$ cat config.mk
export PLATFORM = sky130hd
export DESIGN_NAME = fir_out_decimator
export DESIGN_NICKNAME = d
export VERILOG_FILES = /design/src/rtl/fir_pkg.sv /design/src/rtl/fir_out_decimator_fifo.sv /design/src/rtl/fir_out_decimator.sv
export SDC_FILE = /design/constraint.sdc
export NUM_CORES = 1
export LEC_CHECK = 0
export BUFFER_PORTS_ARGS = -buffer_cell sky130_fd_sc_hd__buf_2
export CAP_MARGIN = 15
export CORE_MARGIN = 4
export CORE_UTILIZATION = 40
export CTS_CLUSTER_DIAMETER = 50
export CTS_CLUSTER_SIZE = 30
export DETAILED_ROUTE_END_ITERATION = 10
export SLEW_MARGIN = 15
export SYNTH_ARGS = -nofsm -noshare
export SYNTH_HDL_FRONTEND = slang
export SYNTH_SLANG_ARGS = --single-unit
$ cat constraint.sdc
create_clock -name clk -period 8.9 [get_ports clk]
set_input_delay 1.335 -clock clk [delete_from_list [all_inputs] [get_ports clk]]
set_output_delay 1.335 -clock clk [all_outputs]
set_load 0.02 [all_outputs]
$ cat src/rtl/fir_pkg.sv
// fir_pkg: constants and helpers shared by fir_16tap and its downstream stages.
//   DATA_W      sample width (Q1.15 signed)
//   FIR_LATENCY fir_16tap pipeline depth in enabled cycles
//   Q15_MAX/MIN representable Q1.15 range
//   sat16()     clamp an integer into the Q1.15 range
package fir_pkg;

  localparam int unsigned DATA_W      = 16;
  localparam int unsigned FIR_LATENCY = 9;
  localparam int          Q15_MAX     = 32767;
  localparam int          Q15_MIN     = -32768;

  typedef logic signed [DATA_W-1:0] sample_t;

  function automatic logic signed [15:0] sat16(input int v);
    logic signed [15:0] r;
    if (v > Q15_MAX)      r = 16'sh7fff;
    else if (v < Q15_MIN) r = 16'sh8000;
    else                  r = v[15:0];
    return r;
  endfunction

endpackage

$ cat src/rtl/fir_out_decimator_fifo.sv
// sync_fifo: single-clock FIFO with count-derived occupancy.
//   clk, rst   clock, synchronous active-high reset
//   push, din  write request and data (ignored when full unless popping same edge)
//   pop        read request (ignored when empty)
//   dout       head entry, zero when empty
//   full/empty occupancy flags
//   fill       current occupancy 0..DEPTH
module sync_fifo #(
  parameter int unsigned DATA_W = 16,
  parameter int unsigned DEPTH  = 8
) (
  input  logic                     clk,
  input  logic                     rst,
  input  logic                     push,
  input  logic [DATA_W-1:0]        din,
  input  logic                     pop,
  output logic [DATA_W-1:0]        dout,
  output logic                     full,
  output logic                     empty,
  output logic [$clog2(DEPTH):0]   fill
);

  localparam int unsigned AW = $clog2(DEPTH);

  logic [DATA_W-1:0] mem [DEPTH];
  // One extra bit over the pointer width; occupancy is the difference.
  logic [AW:0] wr_cnt, rd_cnt;
  logic        do_push, do_pop;

  always_comb begin
    fill    = wr_cnt - rd_cnt;
    full    = (fill == (AW+1)'(DEPTH));
    empty   = (fill == '0);
    do_pop  = pop && !empty;
    do_push = push && (!full || do_pop);
    dout    = empty ? '0 : mem[rd_cnt[AW-1:0]];
  end

  always_ff @(posedge clk) begin
    if (rst) begin
      wr_cnt <= '0;
      rd_cnt <= '0;
    end else begin
      if (do_push) wr_cnt <= wr_cnt + 1'b1;
      if (do_pop)  rd_cnt <= rd_cnt + 1'b1;
    end
  end

  always_ff @(posedge clk) begin
    if (do_push) mem[wr_cnt[AW-1:0]] <= din;
  end

endmodule

$ cat src/rtl/fir_out_decimator.sv
// fir_out_decimator: drops fir_16tap warm-up samples, decimates by 2^k and
// buffers results for a valid/ready consumer.
// Build option: define FIR_DECIM_AVG_EN to average each group (rounded,
// saturated) instead of picking its last sample.
//   clk, rst    clock, synchronous active-high reset
//   en_in       sample enable shared with fir_16tap
//   y_in        filter output, Q1.15 signed
//   decim_log2  decimation exponent k (clamped to MAX_LOG2)
//   m_data      FIFO head sample
//   m_valid     FIFO non-empty
//   m_ready     consumer accept
//   overflow    sticky: a decimated sample was lost on a full FIFO
//   fill        FIFO occupancy
module fir_out_decimator
  import fir_pkg::*;
#(
  parameter int unsigned DATA_W   = fir_pkg::DATA_W,
  parameter int unsigned LATENCY  = fir_pkg::FIR_LATENCY,
  parameter int unsigned DEPTH    = 8,
  parameter int unsigned MAX_LOG2 = 4
) (
  input  logic                      clk,
  input  logic                      rst,
  input  logic                      en_in,
  input  logic signed [DATA_W-1:0]  y_in,
  input  logic [2:0]                decim_log2,
  output logic signed [DATA_W-1:0]  m_data,
  output logic                      m_valid,
  input  logic                      m_ready,
  output logic                      overflow,
  output logic [$clog2(DEPTH):0]    fill
);

  localparam int unsigned WARM_W = $clog2(LATENCY + 1);
  localparam int unsigned PH_W   = (MAX_LOG2 < 1) ? 1 : MAX_LOG2;

  logic [WARM_W-1:0] warm_q;
  logic [2:0]        k_q, k_cur;
  logic [PH_W-1:0]   phase_q, phase_base, grp_last;
  logic              accept, restart, complete;
  logic              push, pop, fifo_full, fifo_empty;
  logic [DATA_W-1:0] result;

  always_comb begin
    k_cur      = (decim_log2 > 3'(MAX_LOG2)) ? 3'(MAX_LOG2) : decim_log2;
    restart    = (k_cur != k_q);
    accept     = en_in && (warm_q == WARM_W'(LATENCY));
    grp_last   = PH_W'((32'd1 << k_cur) - 32'd1);
    // A k change abandons the partial group; this edge's sample opens a new one.
    phase_base = restart ? '0 : phase_q;
    complete   = (phase_base == grp_last);
    push       = accept && complete;
    pop        = m_valid && m_ready;
  end

  always_ff @(posedge clk) begin
    if (rst) begin
      warm_q   <= '0;
      k_q      <= '0;
      phase_q  <= '0;
      overflow <= 1'b0;
    end else begin
      k_q <= k_cur;
      if (en_in && (warm_q != WARM_W'(LATENCY))) warm_q <= warm_q + 1'b1;
      if (accept)       phase_q <= complete ? '0 : phase_base + 1'b1;
      else if (restart) phase_q <= '0;
      if (push && fifo_full && !pop) overflow <= 1'b1;
    end
  end

`ifdef FIR_DECIM_AVG_EN
  localparam int unsigned ACC_W = DATA_W + MAX_LOG2;

  logic signed [ACC_W-1:0] acc_q, acc_base, acc_sum;
  logic        [ACC_W:0]   rnd;
  logic signed [ACC_W:0]   acc_rnd, acc_shift;

  always_comb begin
    acc_base  = restart ? '0 : acc_q;
    acc_sum   = acc_base + {{MAX_LOG2{y_in[DATA_W-1]}}, y_in};
    rnd       = (k_cur == 3'd0) ? '0 : ((ACC_W+1)'(1) << (k_cur - 3'd1));
    acc_rnd   = {acc_sum[ACC_W-1], acc_sum} + rnd;
    acc_shift = acc_rnd >>> k_cur;
    result    = sat16(int'(acc_shift));
  end

  always_ff @(posedge clk) begin
    if (rst)          acc_q <= '0;
    else if (accept)  acc_q <= complete ? '0 : acc_sum;
    else if (restart) acc_q <= '0;
  end
`else
  always_comb result = y_in;
`endif

  sync_fifo #(
    .DATA_W (DATA_W),
    .DEPTH  (DEPTH)
  ) u_fifo (
    .clk   (clk),
    .rst   (rst),
    .push  (push),
    .din   (result),
    .pop   (pop),
    .dout  (m_data),
    .full  (fifo_full),
    .empty (fifo_empty),
    .fill  (fill)
  );

  assign m_valid = !fifo_empty;

endmodule
# Yosys cells after proc, flatten, opt, wreduce, memory -nomap -nowiden
# Memory sizes are Yosys's and may differ from the RTL's. A register that Yosys moved wholly into a read port is not among the register bits.
# Index checks and enable logic that the tools add are counted.
# totals
reg_bits,20
ram_bits,128
output_inout_bits,22
word_cells,42
memories,1
# op_classes
n_addsub,6
order_cmp,1
n_eq_ne,5
shift,1
n_mux,9
reduce_logical,13
# mem_list
name,depth,width,read_ports,rd_ports_with_merged_regs,wr,line_no,rtl
u_fifo.mem,8,16,1,1,1,fir_out_decimator_fifo.sv:25,logic [DATA_W-1:0] mem [DEPTH];
# op_table
op,count
"adder 4 x 1 -> 4 bit, second input constant",4
two-way mux 16 bit,1
two-way mux 4 bit,3
two-way mux 3 bit,3
"equality test 4 bit, second input constant",2
logical AND 1 bit,8
equality test 4 bit,1
logical NOT 4 bit,1
"!= test 4 bit, second input constant",1
"left shift 1 x 3 -> 4 bit, first input constant",1
"subtractor 4 x 1 -> 4 bit, second input constant",1
subtractor 4 bit,1
"greater-than comparator 3 bit, second input constant",1
logical NOT 1 bit,3
!= test 3 bit,1
two-way mux 1 bit,2
logical OR 1 bit,1

# Longest topological paths before layout
# Gate-level depths: netlist of the first run.
# depth
word_depth,9
mapped_depth,12
ltp_nobuf,10

# Modules after synthesis
# A second synthesis of the first run with hierarchy kept.
# hier_totals
cells_unflattened,366
area_unflattened_um2,6247.2
# by_module_without_submodules
module,instances,cells_each,area_each_um2,seq_area_each_um2
sync_fifo,1,281,5535.3,4063.9
fir_out_decimator,1,85,711.9,240.2

# Worst setup path before layout of the first run
# Ideal clock, no wire load.
# synth_path
path_kind,input -> register
start,in decim_log2[2]
end,mem u_fifo.mem[2][0] (enable)
setup_time_ps,436
arrival_ps,4311
required_ps,8464
slack_ps,4153
cell_stages,7
path_buffers,1
path_cell_list,buf_2 -> and4bb_1 -> a31o_4 -> a211oi_2 -> o22a_1 -> nand2_1 -> nor4b_1
# synth_between
elab_chain_cells,9
elab_cells_between_ends,11
classes_between,add/sub: 1; order compare: 1; eq/ne: 2; shift: 1; mux: 4; reduce/logical: 2
# synth_rtl
item,line_no,rtl
start: declaration,fir_out_decimator.sv:26,"input logic [2:0] decim_log2,"
greater-than comparator 3 bit,fir_out_decimator.sv:45,k_cur = (decim_log2 > 3'(MAX_LOG2)) ? 3'(MAX_LOG2) : decim_log2;
two-way mux 3 bit (*),fir_out_decimator.sv:45,
left shift 1 x 3 -> 4 bit or != test 3 bit (tied branches),"fir_out_decimator.sv:48, fir_out_decimator.sv:46",
subtractor 4 x 1 -> 4 bit or two-way mux 4 bit (tied branches),-,
equality test 4 bit (*),fir_out_decimator.sv:51,complete = (phase_base == grp_last);
logical AND 1 bit (*),fir_out_decimator.sv:52,push = accept && complete;
logical AND 1 bit (*),fir_out_decimator_fifo.sv:35,do_push = push && (!full || do_pop);
two-way mux 1 bit (*),fir_out_decimator_fifo.sv:50,if (do_push) mem[wr_cnt[AW-1:0]] <= din;
two-way mux 1 bit (implied by the code) (*),fir_out_decimator_fifo.sv:50,
end: declaration,fir_out_decimator_fifo.sv:25,
# Every way passes the cells marked *; elsewhere a longest branch is shown, timed or not.

# Final worst setup path of the first run
# layout_path
start,reg u_fifo.wr_cnt[0]
end,out m_data[5]
# layout_between
elab_chain_cells,3
# layout_rtl
item,line_no,rtl
start: declaration,fir_out_decimator_fifo.sv:27,"logic [AW:0] wr_cnt, rd_cnt;"
start signal: assignment,fir_out_decimator_fifo.sv:44,if (do_push) wr_cnt <= wr_cnt + 1'b1;
subtractor 4 bit,fir_out_decimator_fifo.sv:31,fill = wr_cnt - rd_cnt;
logical NOT 4 bit,fir_out_decimator_fifo.sv:33,empty = (fill == '0);
two-way mux 16 bit,fir_out_decimator_fifo.sv:36,dout = empty ? '0 : mem[rd_cnt[AW-1:0]];
end: declaration,fir_out_decimator.sv:27,"output logic signed [DATA_W-1:0] m_data,"
# Every way passes these cells.

==> summary.txt, run 1 <==
Syn Inst Count: 359
Vias/cell: 5.35
Max Clock Skew: 0.00541 ns
Fin nets: 448
Post-synth EDFFs: 128
Worst hold-check path type: register to register
Status: complete, no violations
Area growth syn-to-layout: 17.6%
Clk slew on worst S/H paths: 0.06 ns
CTS Buffer Depth: 2
Synth warn: 0
Dpl cells: 585
First-pass GRT wire length: 18.7 mm
RR Endpoint: u_fifo.mem[3][0]
Syn Std Cell Area: 0.00614 sq mm
Ys async rst share: 0%
Fraction of layout cells with a size suffix above 1: 29.3%
R2r startpoint: u_fifo.wr_cnt[0]
Prevailing post-synth register cell: edfxtp_1
Die Width: 132 um
F_max: 0.221 GHz
Max-cap violation count: 0
Antenna Nets Post-Route: 0
Total wire length: 11.6 mm
Flop pwr share: 39.6%
Slew Limit Fails: 0
Clk root buf: clkbuf_16
Register-to-register setup slack: 5.54 ns
Pre-CTS WS: 4.77 ns
Initial antenna violation count: 0
DP HPWL: 7.03 mm
Sw Share: 28.7%
P_int: 1.41 mW
Period utilisation layout: 50.9%
VDD IR-drop max: 0.000151 V
Gate power share: 25.3%
Worst setup SP type: register
Net Sw Power: 0.566 mW
Row count: 45
Vias in the first global route: 3433
FILL cells: 1278
Slew HR: 56.3%
Slew @ Worst Pin: 0.655 ns
Post-CTS sizing: 0
Final Critical Period: 4.53 ns
Reg2reg path depth: 10
H-tree depth: 4
HP Start: overflow
GP Congestion: 0.823
Post-CTS Hold Buffers: 0
Leak: 2.42 nW
CP Data Required Time: 7.57 ns
Post-layout util: 47.7%
Critical path endpoint category: output port
Core region area: 0.0151 sq mm
Vias after detailed routing: 3291
Seq/Total Area, Yosys: 70.1%
Hold Fails Final Rpt: 0
DR WL/cell: 18.8 um
Setup violations, final: 0
CTS tree: yes
Worst Hold Depth: 2
Syn Nets: 391
Cell Count, Final, Fillers Out: 615
Setup TNS: 0 ns
Die area: 0.0174 sq mm
Pwr/cell area: 273 mW/mm^2
IO Pins: 45
Ant diodes: 0
Critical Path AT: 3.19 ns
Overflow after GRT: 0
Max FO, Critical Path: 18
Initial core utilization: 40.6%
I/O Buffers: 44
Clk_lat worst skew: 0.41 ns
Seq cells post-synth: 151
TritonCTS Sinks: 151
WHS Endpoint: overflow
Average footprint of a synthesized cell: 17.1 sq um
Synth cell types: 44
Largest net degree at the start of global routing: 33
RSZ-0062 raised after global routing: no
Die Span Y: 132 um
Inserted Clock Buffers: 17
Final worst slack: 4.37 ns
Number of remaining DRC errors: 0
Gr usage total: 14.3%
Clock share of power: 35.0%
Post-CTS setup buffer count: 0
Initial DRC count: 167
Pre-Repair DR Iteration Count: 5
Setup CP Type: register to output port
==> sequential cells by signal, summed over array words and instances (netlist names), named ones only <==
register       cells
phase_q            4
u_fifo.wr_cnt      4
overflow           1
u_fifo.rd_cnt      4
warm_q             4
u_fifo.mem       128
k_q                3
==> area by class of cell <==
class	instances	area (sq um)	share of cell area, %
tap	188	235	3.26
clock inverter	11	133	1.84
sequential	151	4310	59.6
multi-input combinational	179	1760	24.4
timing repair buffer	56	310	4.30
inverter	11	41.3	0.572
clock buffer	19	433	5.99
==> how the worst max path moves through the flow <==
stage / startpoint / endpoint / slack [ns] / cells after the start
4_1_cts: u_fifo.wr_cnt[0] / m_data[5] / 4.32 / 8
2_1_floorplan: decim_log2[2] / u_fifo.mem[2][0] / 4.15 / 7
3_5_place_dp: u_fifo.wr_cnt[0] / m_data[5] / 4.77 / 8
6_report: u_fifo.wr_cnt[0] / m_data[5] / 4.37 / 8
3_3_place_gp: u_fifo.wr_cnt[0] / m_data[5] / 4.89 / 8
5_1_grt: u_fifo.wr_cnt[0] / m_data[5] / 4.16 / 8
==> critical path, cell delays in order (launching register included) <==
cell     delay (ns)
dfxtp_1        0.53
inv_1          0.17
ha_1           0.23
inv_1          0.08
fa_1           0.40
or3_1          0.42
o21ba_2        0.61
nor2_1         0.15
buf_2          0.19
==> cell families after synthesis <==
family,count (synthesis),share of synthesized area (%)
DFF,151,70.1
and+or+nand+nor,79,6.54
muxes,49,14.5
AOI/OAI and AO/OA,32,3.67
buffers and inverters,29,1.83
xor gates and xnor gates,10,1.43
adders and majority gates,9,1.96
==> cells in the mapped netlist (all sizes together), types with 3 or more instances <==
cell type    n  area, sq um
a21oi       10         50.1
a31oi        4         25.0
buf          7         30.0
clkbuf      11         41.3
dfxtp       23          460
edfxtp     128         3840
ha           8          100
inv         11         41.3
mux2i       17          170
mux4        32          721
nand2        9         33.8
nand3        6         30.0
nand4        3         18.8
nor2        31          116
nor3         6         30.0
nor4         4         25.0
o21ai        5         25.0
o31ai        4         30.0
or3          3         18.8
or4          3         22.5
xnor2        5         43.8
xor2         5         43.8
==> power groups by stage <==
| stage | sequential [mW] | combinational, mW | clock, mW |
|---|---|---|---|
| CTS | 0.782 | 0.514 | 0.708 |
| floorplan | 0.796 | 0.366 | 0 |
| global route | 0.783 | 0.551 | 0.738 |
| finish | 0.782 | 0.500 | 0.692 |
| detailed placement | 0.797 | 0.514 | 0 |
| global placement | 0.797 | 0.506 | 0 |
==> cell usage in the layout (no fill, tap or decap), drive strengths merged, types with 4 or more instances in the layout <==
cell type / count
nand2: 9
o21ai: 5
clkbuf: 19
edfxtp: 128
o31ai: 4
clkinv: 5
ha: 8
mux4: 32
a21oi: 10
nor4: 4
xor2: 5
a31oi: 4
dfxtp: 23
nand3: 6
mux2i: 17
nor2: 31
nor3: 6
inv: 12
buf: 56
xnor2: 5
==> metal layers <==
layer	part of all wire (%)	vias up	wire, um	global-route usage (%)
met4	1.3	0	147	5.19
met5	0	-	0	0
li1	-	1529	-	-
met2	51	55	5960	23.9
met3	3.7	12	434	3.97
met1	44	1695	5040	18.0
==> stage by stage <==
| step | cell area [sq um] | power, mW | hold slack, ns |
|---|---|---|---|
| CTS | 7220 | 2.00 | 0.479 |
| global placement | 6660 | 1.30 | 0.453 |
| finish | 7220 | 1.97 | 0.477 |
| detailed placement | 6660 | 1.31 | 0.455 |
| floorplan | 6140 | 1.16 | 0.463 |
| global route | 7220 | 2.07 | 0.537 |
No activity file was read; power rests on OpenSTA's default activity.
==> run 2, diff against run 1 <==
--- a/config.mk
+++ b/config.mk
@@ -5,6 +5,7 @@
 export SDC_FILE = /design/constraint.sdc
 export NUM_CORES = 1
 export LEC_CHECK = 0
+export ABC_AREA = 1
 export BUFFER_PORTS_ARGS = -buffer_cell sky130_fd_sc_hd__buf_2
 export CAP_MARGIN = 15
 export CORE_MARGIN = 4
==> constraint.sdc (replaced) <==
create_clock -name clk -period 4.1 [get_ports clk]
set_input_delay 0.615 -clock clk [delete_from_list [all_inputs] [get_ports clk]]
set_output_delay 0.615 -clock clk [all_outputs]
set_load 0.02 [all_outputs]
==> run 2 against run 1 <==
Design area increased by 2.9%. Non-clock buffer count increased by 7. Sequential cell count stayed put. Die area is 2.5% higher. Global-route usage grew 1.8 points. Largest power group unchanged. Core utilization increased by 0.83 points. Clock power increased by 120%. Area after synthesis up 2.7%. Clock skew grew 0.0017 ns. Cell count increased by 34%. Hold slack got worse by 0.0060 ns.
==> summary.txt, run 2 <==
Fraction of layout cells with a size suffix above 1: 17.6%
First-pass GRT wire length: 22.3 mm
Ys async rst share: 0%
DR WL/cell: 16.5 um
Vias in the first global route: 4294
Slew Limit Fails: 0
Period utilisation layout: 82.0%
Slew @ Worst Pin: 1.03 ns
Post-Synth Adder-Cell Area: 1.90%
Largest register FFs: 128
Hold slack final: 0.471 ns
Pwr/cell area: 523 mW/mm^2
Most frequent cell after synthesis: nand2_1
CTS tree: yes
CTS Buffer Depth: 2
Synth warn: 0
Inserted Clock Buffers: 17
Seq/Total Area, Yosys: 68.2%
Finished Cell Area: 0.00743 sq mm
Crit-path slowest cell: dfxtp_1
Leak: 2.73 nW
Simple-gate portion of the synthesized area: 14.5%
TritonCTS Sinks: 151
Crit-path cells: ha_1 -> inv_1 -> fa_1 -> xor2_1 -> inv_1 -> nand3_1 -> nor2_2 -> buf_4 -> nor2_1 -> buf_2
Worst setup SP type: register
Number of remaining DRC errors: 0
Setup TNS: 0 ns
Average footprint of a synthesized cell: 11.6 sq um
RSZ-0062 raised after global routing: no
Clk slew on worst S/H paths: 0.06 ns
Initial antenna violation count: 0
Yosys top cell area share: 60.9%
CP Data Required Time: 3.48 ns
Syn Nets: 576
Max FO, Critical Path: 11
Status: complete, no violations
Critical path endpoint category: output port
Vias after detailed routing: 4199
Overflow after GRT: 0
Prevailing post-synth register cell: edfxtp_1
Initial core utilization: 41.2%
Compound-gate portion of the synthesized area: 10.8%
Most frequent cells in the layout: nand2_1, edfxtp_1, a21oi_1, buf_2, nor2_1
Post-CTS setup buffer count: 0
Most frequent cells after synthesis: nand2_1, edfxtp_1, a21oi_1, nor2_1, inv_1
Syn Inst Count: 544
Setup violations, final: 0
Die Span Y: 134 um
XOR/XNOR Fraction of Synth Area: 0.972%
H-tree depth: 4
Die area: 0.0178 sq mm
Synth cell types: 32
Row count: 45
CP delay by family, top: adder cells
Max Clock Skew: 0.00706 ns
Seq cells post-synth: 151
Antenna Nets Post-Route: 0
Setup CP Type: register to output port
Clk root buf: clkbuf_16
Vias/cell: 5.10
Final Critical Period: 3.36 ns
Tot Pwr: 3.88 mW
Post-CTS sizing: 0
F_max: 0.298 GHz
Area growth syn-to-layout: 17.8%
Largest family of logic cells by synthesized area: simple AND/OR/NAND/NOR gates
I/O Buffers: 44
Syn Std Cell Area: 0.00631 sq mm
GP Congestion: 0.738
Placement Cell Area: 0.00684 sq mm
CP peak stage delay: 0.44 ns
Post-synth EDFFs: 128
Most used cell, CP: inv_1
DP HPWL: 8.46 mm
Largest cells by area after synthesis: edfxtp_1, nand2_1, dfxtp_1, a21oi_1, a32o_1
Max-cap violation count: 0
Largest area contributor in the netlist: edfxtp_1
Ant diodes: 0
Hold Fails Final Rpt: 0
IO Pins: 45
Initial DRC count: 230
Gr usage total: 16.1%
Die Width: 134 um
Worst hold-check path type: input port to register
Post-CTS Hold Buffers: 0
Pre-Repair DR Iteration Count: 4
Slew HR: 31.2%
Core region area: 0.0153 sq mm
Post-layout util: 48.5%
Critical Path AT: 2.75 ns
VDD IR-drop max: 0.000281 V
Most common cell after layout, fill and taps aside: nand2_1
Fin nets: 632
Post-synthesis mux area share: 0%
Clk_lat worst skew: 0.42 ns
CP Buf/Inv Count: 4
Largest net degree at the start of global routing: 65
Total wire length: 13.6 mm
## run 2: final timing paths
check | start | to | slack, ns | depth (start not counted)
worst max-delay path | u_fifo.rd_cnt[0] | m_data[1] | 0.74 | 10
worst min-delay path | y_in[9] | u_fifo.mem[4][9] | 0.47 | 1
worst max register to register | u_fifo.rd_cnt[0] | u_fifo.mem[6][8] | 1.06 | 11
worst min register to register | overflow | overflow | 0.48 | 2
## run 2: cell type report
class	count	area, sq um
clock buffers	18	429
clock inverters	13	156
fillers	1419	7890
inverters	32	125
multi-input cells	335	1790
flip-flops and latches	151	4310
well taps	211	264
repair buffers	63	363
## run 2: power by group
group / internal [mW] / switching [mW] / total, mW
clock network: 0.949 / 0.595 / 1.54
registers: 1.68 / 0.0411 / 1.72
logic: 0.211 / 0.412 / 0.622
total: 2.83 / 1.05 / 3.88
## run 2: kinds of logic (layout without fill, tap and decap cells)
kind of cell	after synthesis	after routing
buffers and inverters	58	126
XOR/XNOR	7	7
adder cells (fa/ha/maj)	9	9
flip-flops	151	151
AND/OR/NAND/NOR	213	213
AO/OA/AOI/OAI	106	106
## run 2: routing by layer
layer | vias up | part of all wire, % | global-route usage (%)
met5 | - | 0 | 0
met4 | 0 | 1.7 | 5.83
met3 | 19 | 3.7 | 3.32
met2 | 84 | 52 | 28.8
met1 | 2046 | 43 | 19.2
li1 | 2050 | - | -
## run 2: stage by stage
| stage | setup WS (ns) | std cells |
|---|---|---|
| floorplan | 0.512 | 544 |
| global placement | 1.10 | 792 |
| detailed placement | 0.919 | 792 |
| CTS | 0.701 | 823 |
| global route | 0.512 | 823 |
| finish | 0.739 | 823 |
==> run 3, diff against run 2 <==
==> constraint.sdc (replaced) <==
create_clock -name clk -period 2.8 [get_ports clk]
set_input_delay 0.42 -clock clk [delete_from_list [all_inputs] [get_ports clk]]
set_output_delay 0.42 -clock clk [all_outputs]
set_load 0.02 [all_outputs]
==> run 3 against run 2 <==
Largest power group unchanged. Worst setup slack got worse by 0.73 ns. Die area unchanged. First-iteration DRC count grew 20%. Hold slack lost 0.20 ns. Clock power rose by 44%. Total power up 52%. Clock skew is 0.0030 ns higher. Sequential share of layout area shrank 2.9 points. Routed wire length rose by 2.0%. Register-to-register slack got worse by 0.91 ns. Critical endpoint is now m_data[0]. Combinational power increased by 93%. Critical path depth grew 2.
==> summary.txt, run 3 (synthesis gave the netlist of run 2 again) <==
Status: complete, no violations
Setup CP Type: register to output port
DR WL/cell: 16.6 um
IO Pins: 45
Slew HR: 38.6%
Critical Path AT: 2.37 ns
Worst hold-check path type: input port to register
Register-to-register setup slack: 0.15 ns
R2r startpoint: u_fifo.wr_cnt[0]
Antenna Nets Post-Route: 0
Gate power share: 20.3%
P_int: 4.26 mW
RR Endpoint: u_fifo.mem[1][2]
Number of remaining DRC errors: 0
I/O Buffers: 44
Sw Share: 27.8%
GR Util met1: 19.8%
Row count: 45
Max FO, Critical Path: 5
GRT Max-Usage Layer: met2
Die Span Y: 134 um
Initial DRC count: 276
Critical path endpoint category: output port
FILL cells: 1339
Initial core utilization: 41.2%
Slew Limit Fails: 0
Die area: 0.0178 sq mm
Largest register FFs: 128
Core region area: 0.0153 sq mm
Most frequent cells in the layout: nand2_1, edfxtp_1, a21oi_1, buf_2, inv_1
Worst setup SP type: register
Pre-CTS WS: 0.0715 ns
GP Congestion: 0.819
Setup violations, final: 0
Clk root buf: clkbuf_16
Hold slack final: 0.268 ns
Pwr/cell area: 754 mW/mm^2
Vias in the first global route: 4162
Clock share of power: 37.5%
Initial antenna violation count: 0
Vias/cell: 5.06
Clk slew on worst S/H paths: 0.06 ns
Crit path to: m_data[0]
H-tree depth: 4
Pre-Repair DR Iteration Count: 5
GRT met3 Usage: 3.70%
Overflow after GRT: 0
M2 GR Usage: 26.6%
Net Sw Power: 1.64 mW
Fin nets: 643
Final Critical Period: 2.79 ns
Max Clock Skew: 0.0101 ns
RSZ-0062 raised after global routing: yes
Vias after detailed routing: 4227
Gr usage total: 15.9%
Die Width: 134 um
Hold Fails Final Rpt: 0
Fraction of layout cells with a size suffix above 1: 23.2%
Largest net degree at the start of global routing: 65
Final worst slack: 0.00556 ns
Ant diodes: 0
First-pass GRT wire length: 21.8 mm
Max-cap violation count: 0
Worst Setup SP: u_fifo.wr_cnt[0]
Clk_lat worst skew: 0.42 ns
Reg2reg path depth: 13
Total wire length: 13.8 mm
Leak: 2.86 nW
Inserted Clock Buffers: 17
CTS Buffer Depth: 2
CTS tree: yes
Period utilisation layout: 99.8%
F_max: 0.358 GHz
Slew @ Worst Pin: 0.919 ns
Most common cell after layout, fill and taps aside: nand2_1
CP Data Required Time: 2.38 ns
DP HPWL: 8.31 mm
Flop pwr share: 42.2%
TritonCTS Sinks: 151
VDD IR-drop max: 0.000445 V
Area growth syn-to-layout: 24.1%
run 3: cell type report:
cell class              count  area [sq um]  share of cell area [%]
inverters                  32           128                    1.63
clock buffers              18           429                    5.48
flip-flops and latches    151          4310                    55.1
multi-input cells         335          1890                    24.2
well taps                 211           264                    3.37
repair buffers             74           647                    8.26
clock inverters            14           154                    1.97
run 3: power by group through the flow:
stage / Clock (mW) / Sequential (mW) / Combinational (mW)
2_1_floorplan: 0 / 2.51 / 0.661
3_3_place_gp: 0 / 2.54 / 0.964
3_5_place_dp: 0 / 2.54 / 0.980
4_1_cts: 2.27 / 2.49 / 1.22
5_1_grt: 2.37 / 2.50 / 1.30
6_report: 2.22 / 2.49 / 1.20
run 3: stage by stage:
step                      area [sq um]  cells  utilization (%)  total power [mW]  setup TNS [ns]
after floorplan                   6360    544                -              3.17               0
after global placement            7010    793             45.8              3.50               0
after detailed placement          7010    793             45.8              3.52               0
after CTS                         7840    835             51.2              5.98         -0.0566
after global routing              7830    835             51.1              6.17          -0.669
final                             7830    835             51.1              5.91               0
run 3: worst max-delay path, stage by stage (launching register included):
cell	delay [ns]
dfxtp_4	0.35
inv_4	0.06
ha_4	0.12
inv_2	0.04
fa_2	0.36
xor2_2	0.16
inv_1	0.06
nand3_2	0.09
nor2_4	0.20
buf_6	0.17
buf_16	0.12
nor2_1	0.04
buf_4	0.16
run 3: how the worst min path moves through the flow:
stage                          start                to  slack, ns  depth (start not counted)
floorplan           u_fifo.rd_cnt[3]  u_fifo.rd_cnt[3]       0.45                          2
global placement            overflow          overflow       0.43                          2
detailed placement          overflow          overflow       0.44                          2
CTS                          y_in[5]  u_fifo.mem[1][5]       0.25                          1
global route                 y_in[5]  u_fifo.mem[3][5]       0.27                          1
finish                       y_in[8]  u_fifo.mem[5][8]       0.27                          1
run 3: repair_timing:
action	in CTS	in global routing
pin swaps	3	0
hold buffers	0	0
buffers inserted	7	2
gates cloned	3	0
resized for setup	35	5
endpoints found under the setup margin	17	13
run 3: layer usage:
metal | up-vias | part of all wire [%]
met4 | 0 | 1.7
met2 | 105 | 50
met5 | - | 0
li1 | 2082 | -
met3 | 22 | 3.7
met1 | 2018 | 45
